File: src/rtl/special_cases_pipe_if.sv
// special_cases_pipe_if: operand/result handshake bundle for special_cases_pipe.
// Sticky flag signals exist only when SPC_STICKY_FLAGS_EN is defined.
interface special_cases_pipe_if #(
    parameter int size_exception_field = 2,
    parameter int TAG_WIDTH = 4
);
    logic                            valid_i;
    logic                            ready_o;
    logic [1:0]                      op_i;
    logic [size_exception_field-1:0] sp_case_a_i;
    logic [size_exception_field-1:0] sp_case_b_i;
    logic                            sign_a_i;
    logic                            sign_b_i;
    logic [TAG_WIDTH-1:0]            tag_i;
    logic                            valid_o;
    logic                            ready_i;
    logic [size_exception_field-1:0] sp_case_o;
    logic                            sign_o;
    logic                            invalid_o;
    logic                            div_zero_o;
    logic [TAG_WIDTH-1:0]            tag_o;
`ifdef SPC_STICKY_FLAGS_EN
    logic                            clear_sticky_i;
    logic                            sticky_invalid_o;
    logic                            sticky_div_zero_o;
`endif
    modport slave (
        input  valid_i, op_i, sp_case_a_i, sp_case_b_i, sign_a_i, sign_b_i, tag_i, ready_i,
        output ready_o, valid_o, sp_case_o, sign_o, invalid_o, div_zero_o, tag_o
`ifdef SPC_STICKY_FLAGS_EN
        , input clear_sticky_i
        , output sticky_invalid_o, sticky_div_zero_o
`endif
    );
    modport master (
        output valid_i, op_i, sp_case_a_i, sp_case_b_i, sign_a_i, sign_b_i, tag_i, ready_i,
        input  ready_o, valid_o, sp_case_o, sign_o, invalid_o, div_zero_o, tag_o
`ifdef SPC_STICKY_FLAGS_EN
        , output clear_sticky_i
        , input sticky_invalid_o, sticky_div_zero_o
`endif
    );
endinterface

File: src/rtl/special_cases_pipe.sv
// special_cases_pipe: pipelined exception-class decoder for MUL/DIV/ADD/SUB with tag passthrough.
// Optional sticky invalid/div-zero flags via SPC_STICKY_FLAGS_EN.
module special_cases_pipe #(
    parameter int size_exception_field = 2,
    parameter logic [size_exception_field-1:0] zero = 0,
    parameter logic [size_exception_field-1:0] normal_number = 1,
    parameter logic [size_exception_field-1:0] infinity = 2,
    parameter logic [size_exception_field-1:0] NaN = 3,
    parameter int LATENCY = 2,
    parameter int TAG_WIDTH = 4
) (
    input logic clk_i,
    input logic rst_n_i,
    special_cases_pipe_if.slave bus
);
    typedef struct packed {
        logic                            v;
        logic [size_exception_field-1:0] cls;
        logic                            sgn;
        logic                            inv;
        logic                            dz;
        logic [TAG_WIDTH-1:0]            tag;
    } stage_t;

    stage_t pipe [LATENCY];
    stage_t in_s;
    stage_t last;
    logic adv, accept, sa, sb, eb, is_div;
    logic [size_exception_field-1:0] a, b;

    assign adv = ~bus.valid_o | bus.ready_i;
    assign bus.ready_o = adv;
    assign accept = bus.valid_i & adv;
    assign a = bus.sp_case_a_i;
    assign b = bus.sp_case_b_i;
    assign sa = bus.sign_a_i;
    assign sb = bus.sign_b_i;
    assign eb = bus.sign_b_i ^ bus.op_i[0];
    assign is_div = bus.op_i == 2'd1;

    always_comb begin
        in_s = '0;
        in_s.v = accept;
        in_s.tag = bus.tag_i;
        in_s.cls = zero;
        if (a == NaN || b == NaN) begin
            in_s.cls = NaN;
        end else if (!bus.op_i[1] && is_div) begin
            in_s.sgn = sa ^ sb;
            if (a == b && a != normal_number) begin
                in_s.cls = NaN;
                in_s.inv = 1'b1;
            end else if (a == zero || b == infinity) begin
                in_s.cls = zero;
            end else if (b == zero || a == infinity) begin
                in_s.cls = infinity;
                in_s.dz = a == normal_number;
            end else begin
                in_s.cls = normal_number;
            end
        end else if (!bus.op_i[1]) begin
            in_s.sgn = sa ^ sb;
            if ((a == zero && b == infinity) || (a == infinity && b == zero)) begin
                in_s.cls = NaN;
                in_s.inv = 1'b1;
            end else if (a == zero || b == zero) begin
                in_s.cls = zero;
            end else begin
                in_s.cls = (a == infinity || b == infinity) ? infinity : normal_number;
            end
        end else if (a == infinity && b == infinity) begin
            // Opposite-signed infinities cancel into an invalid NaN.
            in_s.cls = (sa == eb) ? infinity : NaN;
            in_s.inv = sa != eb;
            in_s.sgn = sa & (sa == eb);
        end else if (a == infinity || b == infinity) begin
            in_s.cls = infinity;
            in_s.sgn = (a == infinity) ? sa : eb;
        end else if (a == zero && b == zero) begin
            in_s.sgn = sa & eb;
        end else begin
            in_s.cls = normal_number;
            in_s.sgn = (a == zero) ? eb : (b == zero) ? sa : 1'b0;
        end
    end

    always_ff @(posedge clk_i or negedge rst_n_i) begin
        if (!rst_n_i) begin
            for (int i = 0; i < LATENCY; i++) begin
                pipe[i] <= '0;
                pipe[i].cls <= zero;
            end
        end else if (adv) begin
            pipe[0] <= in_s;
            for (int i = 1; i < LATENCY; i++) pipe[i] <= pipe[i-1];
        end
    end

    assign last = pipe[LATENCY-1];
    assign bus.valid_o = last.v;
    assign bus.sp_case_o = last.cls;
    assign bus.sign_o = last.sgn;
    assign bus.invalid_o = last.inv;
    assign bus.div_zero_o = last.dz;
    assign bus.tag_o = last.tag;

`ifdef SPC_STICKY_FLAGS_EN
    logic hs, st_inv, st_dz;
    assign hs = bus.valid_o & bus.ready_i;
    always_ff @(posedge clk_i or negedge rst_n_i) begin
        if (!rst_n_i) begin
            st_inv <= 1'b0;
            st_dz <= 1'b0;
        end else begin
            st_inv <= (hs & bus.invalid_o) | (st_inv & ~bus.clear_sticky_i);
            st_dz <= (hs & bus.div_zero_o) | (st_dz & ~bus.clear_sticky_i);
        end
    end
    assign bus.sticky_invalid_o = st_inv;
    assign bus.sticky_div_zero_o = st_dz;
`else
    // Without sticky state, flags are reported per result only.
`endif
endmodule

File: src/flat_wrapper.sv
// flat-port wrapper written by rule: the top's interface ports become plain ports
module special_cases_pipe_flat 
#(
    parameter int size_exception_field = 2,
    parameter logic [size_exception_field-1:0] zero = 0,
    parameter logic [size_exception_field-1:0] normal_number = 1,
    parameter logic [size_exception_field-1:0] infinity = 2,
    parameter logic [size_exception_field-1:0] NaN = 3,
    parameter int LATENCY = 2,
    parameter int TAG_WIDTH = 4
)
  (clk_i, rst_n_i, bus_valid_i, bus_op_i, bus_sp_case_a_i, bus_sp_case_b_i, bus_sign_a_i, bus_sign_b_i, bus_tag_i, bus_ready_i, bus_ready_o, bus_valid_o, bus_sp_case_o, bus_sign_o, bus_invalid_o, bus_div_zero_o, bus_tag_o);
  special_cases_pipe_if #(.size_exception_field(size_exception_field), .TAG_WIDTH(TAG_WIDTH)) bus_i ();
  input logic clk_i;
  input logic rst_n_i;
  input wire logic [$bits(bus_i.valid_i)-1:0] bus_valid_i;
  input wire logic [$bits(bus_i.op_i)-1:0] bus_op_i;
  input wire logic [$bits(bus_i.sp_case_a_i)-1:0] bus_sp_case_a_i;
  input wire logic [$bits(bus_i.sp_case_b_i)-1:0] bus_sp_case_b_i;
  input wire logic [$bits(bus_i.sign_a_i)-1:0] bus_sign_a_i;
  input wire logic [$bits(bus_i.sign_b_i)-1:0] bus_sign_b_i;
  input wire logic [$bits(bus_i.tag_i)-1:0] bus_tag_i;
  input wire logic [$bits(bus_i.ready_i)-1:0] bus_ready_i;
  output wire logic [$bits(bus_i.ready_o)-1:0] bus_ready_o;
  output wire logic [$bits(bus_i.valid_o)-1:0] bus_valid_o;
  output wire logic [$bits(bus_i.sp_case_o)-1:0] bus_sp_case_o;
  output wire logic [$bits(bus_i.sign_o)-1:0] bus_sign_o;
  output wire logic [$bits(bus_i.invalid_o)-1:0] bus_invalid_o;
  output wire logic [$bits(bus_i.div_zero_o)-1:0] bus_div_zero_o;
  output wire logic [$bits(bus_i.tag_o)-1:0] bus_tag_o;
  assign bus_i.valid_i = bus_valid_i;
  assign bus_i.op_i = bus_op_i;
  assign bus_i.sp_case_a_i = bus_sp_case_a_i;
  assign bus_i.sp_case_b_i = bus_sp_case_b_i;
  assign bus_i.sign_a_i = bus_sign_a_i;
  assign bus_i.sign_b_i = bus_sign_b_i;
  assign bus_i.tag_i = bus_tag_i;
  assign bus_i.ready_i = bus_ready_i;
  assign bus_ready_o = bus_i.ready_o;
  assign bus_valid_o = bus_i.valid_o;
  assign bus_sp_case_o = bus_i.sp_case_o;
  assign bus_sign_o = bus_i.sign_o;
  assign bus_invalid_o = bus_i.invalid_o;
  assign bus_div_zero_o = bus_i.div_zero_o;
  assign bus_tag_o = bus_i.tag_o;
  special_cases_pipe #(.size_exception_field(size_exception_field), .zero(zero), .normal_number(normal_number), .infinity(infinity), .NaN(NaN), .LATENCY(LATENCY), .TAG_WIDTH(TAG_WIDTH)) u_core (.clk_i(clk_i), .rst_n_i(rst_n_i), .bus(bus_i));
endmodule
File: config.mk
export PLATFORM = sky130hd
export DESIGN_NAME = special_cases_pipe_flat
export DESIGN_NICKNAME = d
export VERILOG_FILES = /design/src/rtl/special_cases_pipe_if.sv /design/src/rtl/special_cases_pipe.sv /design/src/flat_wrapper.sv
export SDC_FILE = /design/constraint.sdc
export NUM_CORES = 1
export LEC_CHECK = 0
export ABC_CLOCK_PERIOD_IN_PS = 1790
export CAP_MARGIN = 20
export CORE_UTILIZATION = 48
export DETAILED_ROUTE_END_ITERATION = 8
export PLACE_DENSITY = 0.83
export SKIP_LAST_GASP = 1
export SLEW_MARGIN = 20
export SYNTH_ARGS = -nofsm -noshare
export SYNTH_HDL_FRONTEND = slang
export SYNTH_SLANG_ARGS = --single-unit
File: constraint.sdc
create_clock -name clk_i -period 1.79 [get_ports clk_i]
set_clock_uncertainty 0.15 [all_clocks]
set_input_delay 0.358 -clock clk_i [delete_from_list [all_inputs] [get_ports clk_i]]
set_output_delay 0.358 -clock clk_i [all_outputs]
set_load 0.01 [all_outputs]
==> metrics <==
Core ar.=around 0.0021 mm²; Inst Count DP=159; CTS tree=done; post-route cell area=0.00150 mm²; Yosys top cell area share=a little under half; first-pass GRT wire length=3870 µm; Most used DFF post-synth=dfrtp_1; post-layout util=72.6%; final hold vios=0; area of the multi-input gates=between 400 and 500 µm²; Gate Count Post-Synth=99; H-tree levels=1; Avg Cell Area, Syn=11.1 µm²; CP arrival=~1.2 ns; fraction of layout cells with a size suffix above 1=33.6%; Reg clk slew, reported paths=0.11 ns; Reg2Reg Setup Slack=0.16 ns; hold bufs inserted after CTS=0; via/cell ratio=roughly 5.2; Metal-1 WL=about 970 µm; Inserted Clock Buffers=3; IO buf count=26; clk_lat worst skew=about 0.3 ns; sequential cell area fraction in the yosys report=a little under half; total die area=around 0.0025 mm²; Synth Cell Area=approximately 0.0011 mm²; initial core utilization=a little over half; setup TNS=0 ns; fill count=between 100 and 150; Final #Nets=between 150 and 200; WL met3=roughly 65 µm; top cells by area, synth=dfrtp_1 46%, mux2_2 14%, buf_4 4.1%, nor2_1 3.4%, buf_6 3.1%; total power=about 1.2 mW; # IOs=27; FP Rows=16; worst r2r src=u_core.bus.valid_o; Vias=roughly 850; Hold WC Path Type=input port to asynchronous set/reset pin; Crit Reg-Reg Endpoint=u_core.pipe[16]; Seq. cell area=around 500 µm²; Yosys cell types=38; top sig layer=met4; Worst Reg-to-Reg Cells=6; Pre-antenna DRT Iters=4; CP Data Required Time=around 1.3 ns; vias in the first global route=around 850; VDD IR max=about 0.8 mV; DR WL met2=1100 µm; routed len/inst=13.2 µm; Placer Congestion=around 0.77; ANT nets after route=0; post-route insts no fill=between 150 and 200; Inserted Diodes=0; Max-cap violations=0; synth-to-layout area growth=36.5%; largest net degree at the start of global routing=23; outcome=finished clean; f_max=0.579 GHz; share of flip-flops with an asynchronous set or reset=100%; max-slew violations=0; clock sinks=20; Synth Register Bits=20; total grt overflow=0; crit path time final=between 1.5 and 2 ns; Crit Path Class=input port to output pin; setup violators final=0; Die Span X=roughly 50 µm; Post-DP HPWL=around 1700 µm; Power per Cell Area=~780 mW/mm²; worst-case clock buffer depth=2; Crit Path Max Fanout=2; Yosys warning total=0; Total Routing Usage GR=21.0%; die height=approximately 50 µm; initial antenna violation count=0; Yosys top cell by area=dfrtp_1; Post-synth EDFFs=0; Post-DP Area=between 0.001 and 0.0015 mm²; final WL=around 2200 µm; CP Launch Type=input port; initial drt markers=24; RSZ-0062 raised after global routing=false; syn_nets=116; crit end category=output pin; Static Leakage=around 0.68 nW; fin crit share=a little over nine tenths; Root Buffer=clkbuf_4; Worst Tran Pin Value=roughly 0.42 ns; Max transition margin=a little under three quarters; post-route DRC violation count=0
## through the flow
stage	worst slack, ns	hold WS, ns
3_3_place_gp	-0.244	0.294
4_1_cts	0.0194	0.230
2_1_floorplan	0.119	-0.0876
3_5_place_dp	-0.269	0.307
5_1_grt	0.00767	0.257
6_report	0.0633	0.232
## logic make-up after synthesis
logic type,share of synthesized area [%]
AO/OA/AOI/OAI,12.1
XOR/XNOR,4.68
adder cells (fa/ha/maj),1.14
buffers and inverters,9.23
flip-flops,45.6
multiplexers,15.3
AND/OR/NAND/NOR,12.0
## flip-flops by register name, indices dropped and copies added (netlist names)
signal and cells:
u_core.bus.div_zero_o 1, u_core.pipe 10, u_core.bus.invalid_o 1, u_core.bus.sign_o 1, u_core.bus.sp_case_o 2, u_core.bus.tag_o 4, u_core.bus.valid_o 1
## worst max path at each step
stage | start | endpoint | slack [ns] | depth (start not counted)
after CTS | bus_ready_i | bus_ready_o | 0.02 | 4
after floorplan | bus_op_i[0] | u_core.pipe[17] | 0.12 | 8
final | bus_ready_i | bus_ready_o | 0.06 | 4
after global routing | bus_ready_i | bus_ready_o | 0.008 | 4
after global placement | bus_op_i[0] | u_core.pipe[17] | -0.24 | 8
after detailed placement | bus_op_i[0] | u_core.pipe[17] | -0.27 | 8
## worst max-delay path, stage by stage
cell and delay [ns]:
clkdlybuf4s50_1 0.42, nor2b_2 0.13, inv_1 0.07, clkdlybuf4s15_1 0.23
## synthesized netlist by cell type (2+ instances only)
cell     count
dfrtp_1     20
mux2_2      14
nor2_1      10
buf_4        6
nand2_1      6
a21oi_1      4
buf_2        3
buf_6        3
xor2_1       3
o21ai_1      2
## repair_timing
action                     4_1_cts  5_1_grt
resized for setup                2        4
cloned                           0        0
setup endpoints to repair        1        5
setup buffers                    1        0
## final cells by class
cell class	count	area share, %
Sequential cell	20	33.4
Multi-Input combinational cell	65	33.2
Timing Repair Buffer	47	28.4
Clock buffer	4	2.42
Tap cell	27	2.26
Inverter	1	0.251
## layer usage
layer,track usage (%),vias up
met3,5.86,4
met5,0,-
met2,34.5,16
met1,26.5,415
li1,-,418
met4,7.14,0
## power by group
| part | switching [mW] | internal (mW) | total (mW) |
|---|---|---|---|
| registers | 0.0332 | 0.517 | 0.550 |
| logic | 0.138 | 0.215 | 0.352 |
| clock network | 0.136 | 0.124 | 0.260 |
| total | 0.307 | 0.856 | 1.16 |
## layout by cell type (no fill, tap or decap), drive strengths merged, types with 2 or more instances in the layout
cell	n
dfrtp	20
o21ai	3
or2	2
a21oi	5
xnor2	2
dlymetal6s2s	3
or2b	2
clkdlybuf4s50	22
clkbuf	4
mux2	14
nand2	6
nor2	10
buf	21
xor2	3
No activity file was read; power rests on OpenSTA's default activity.
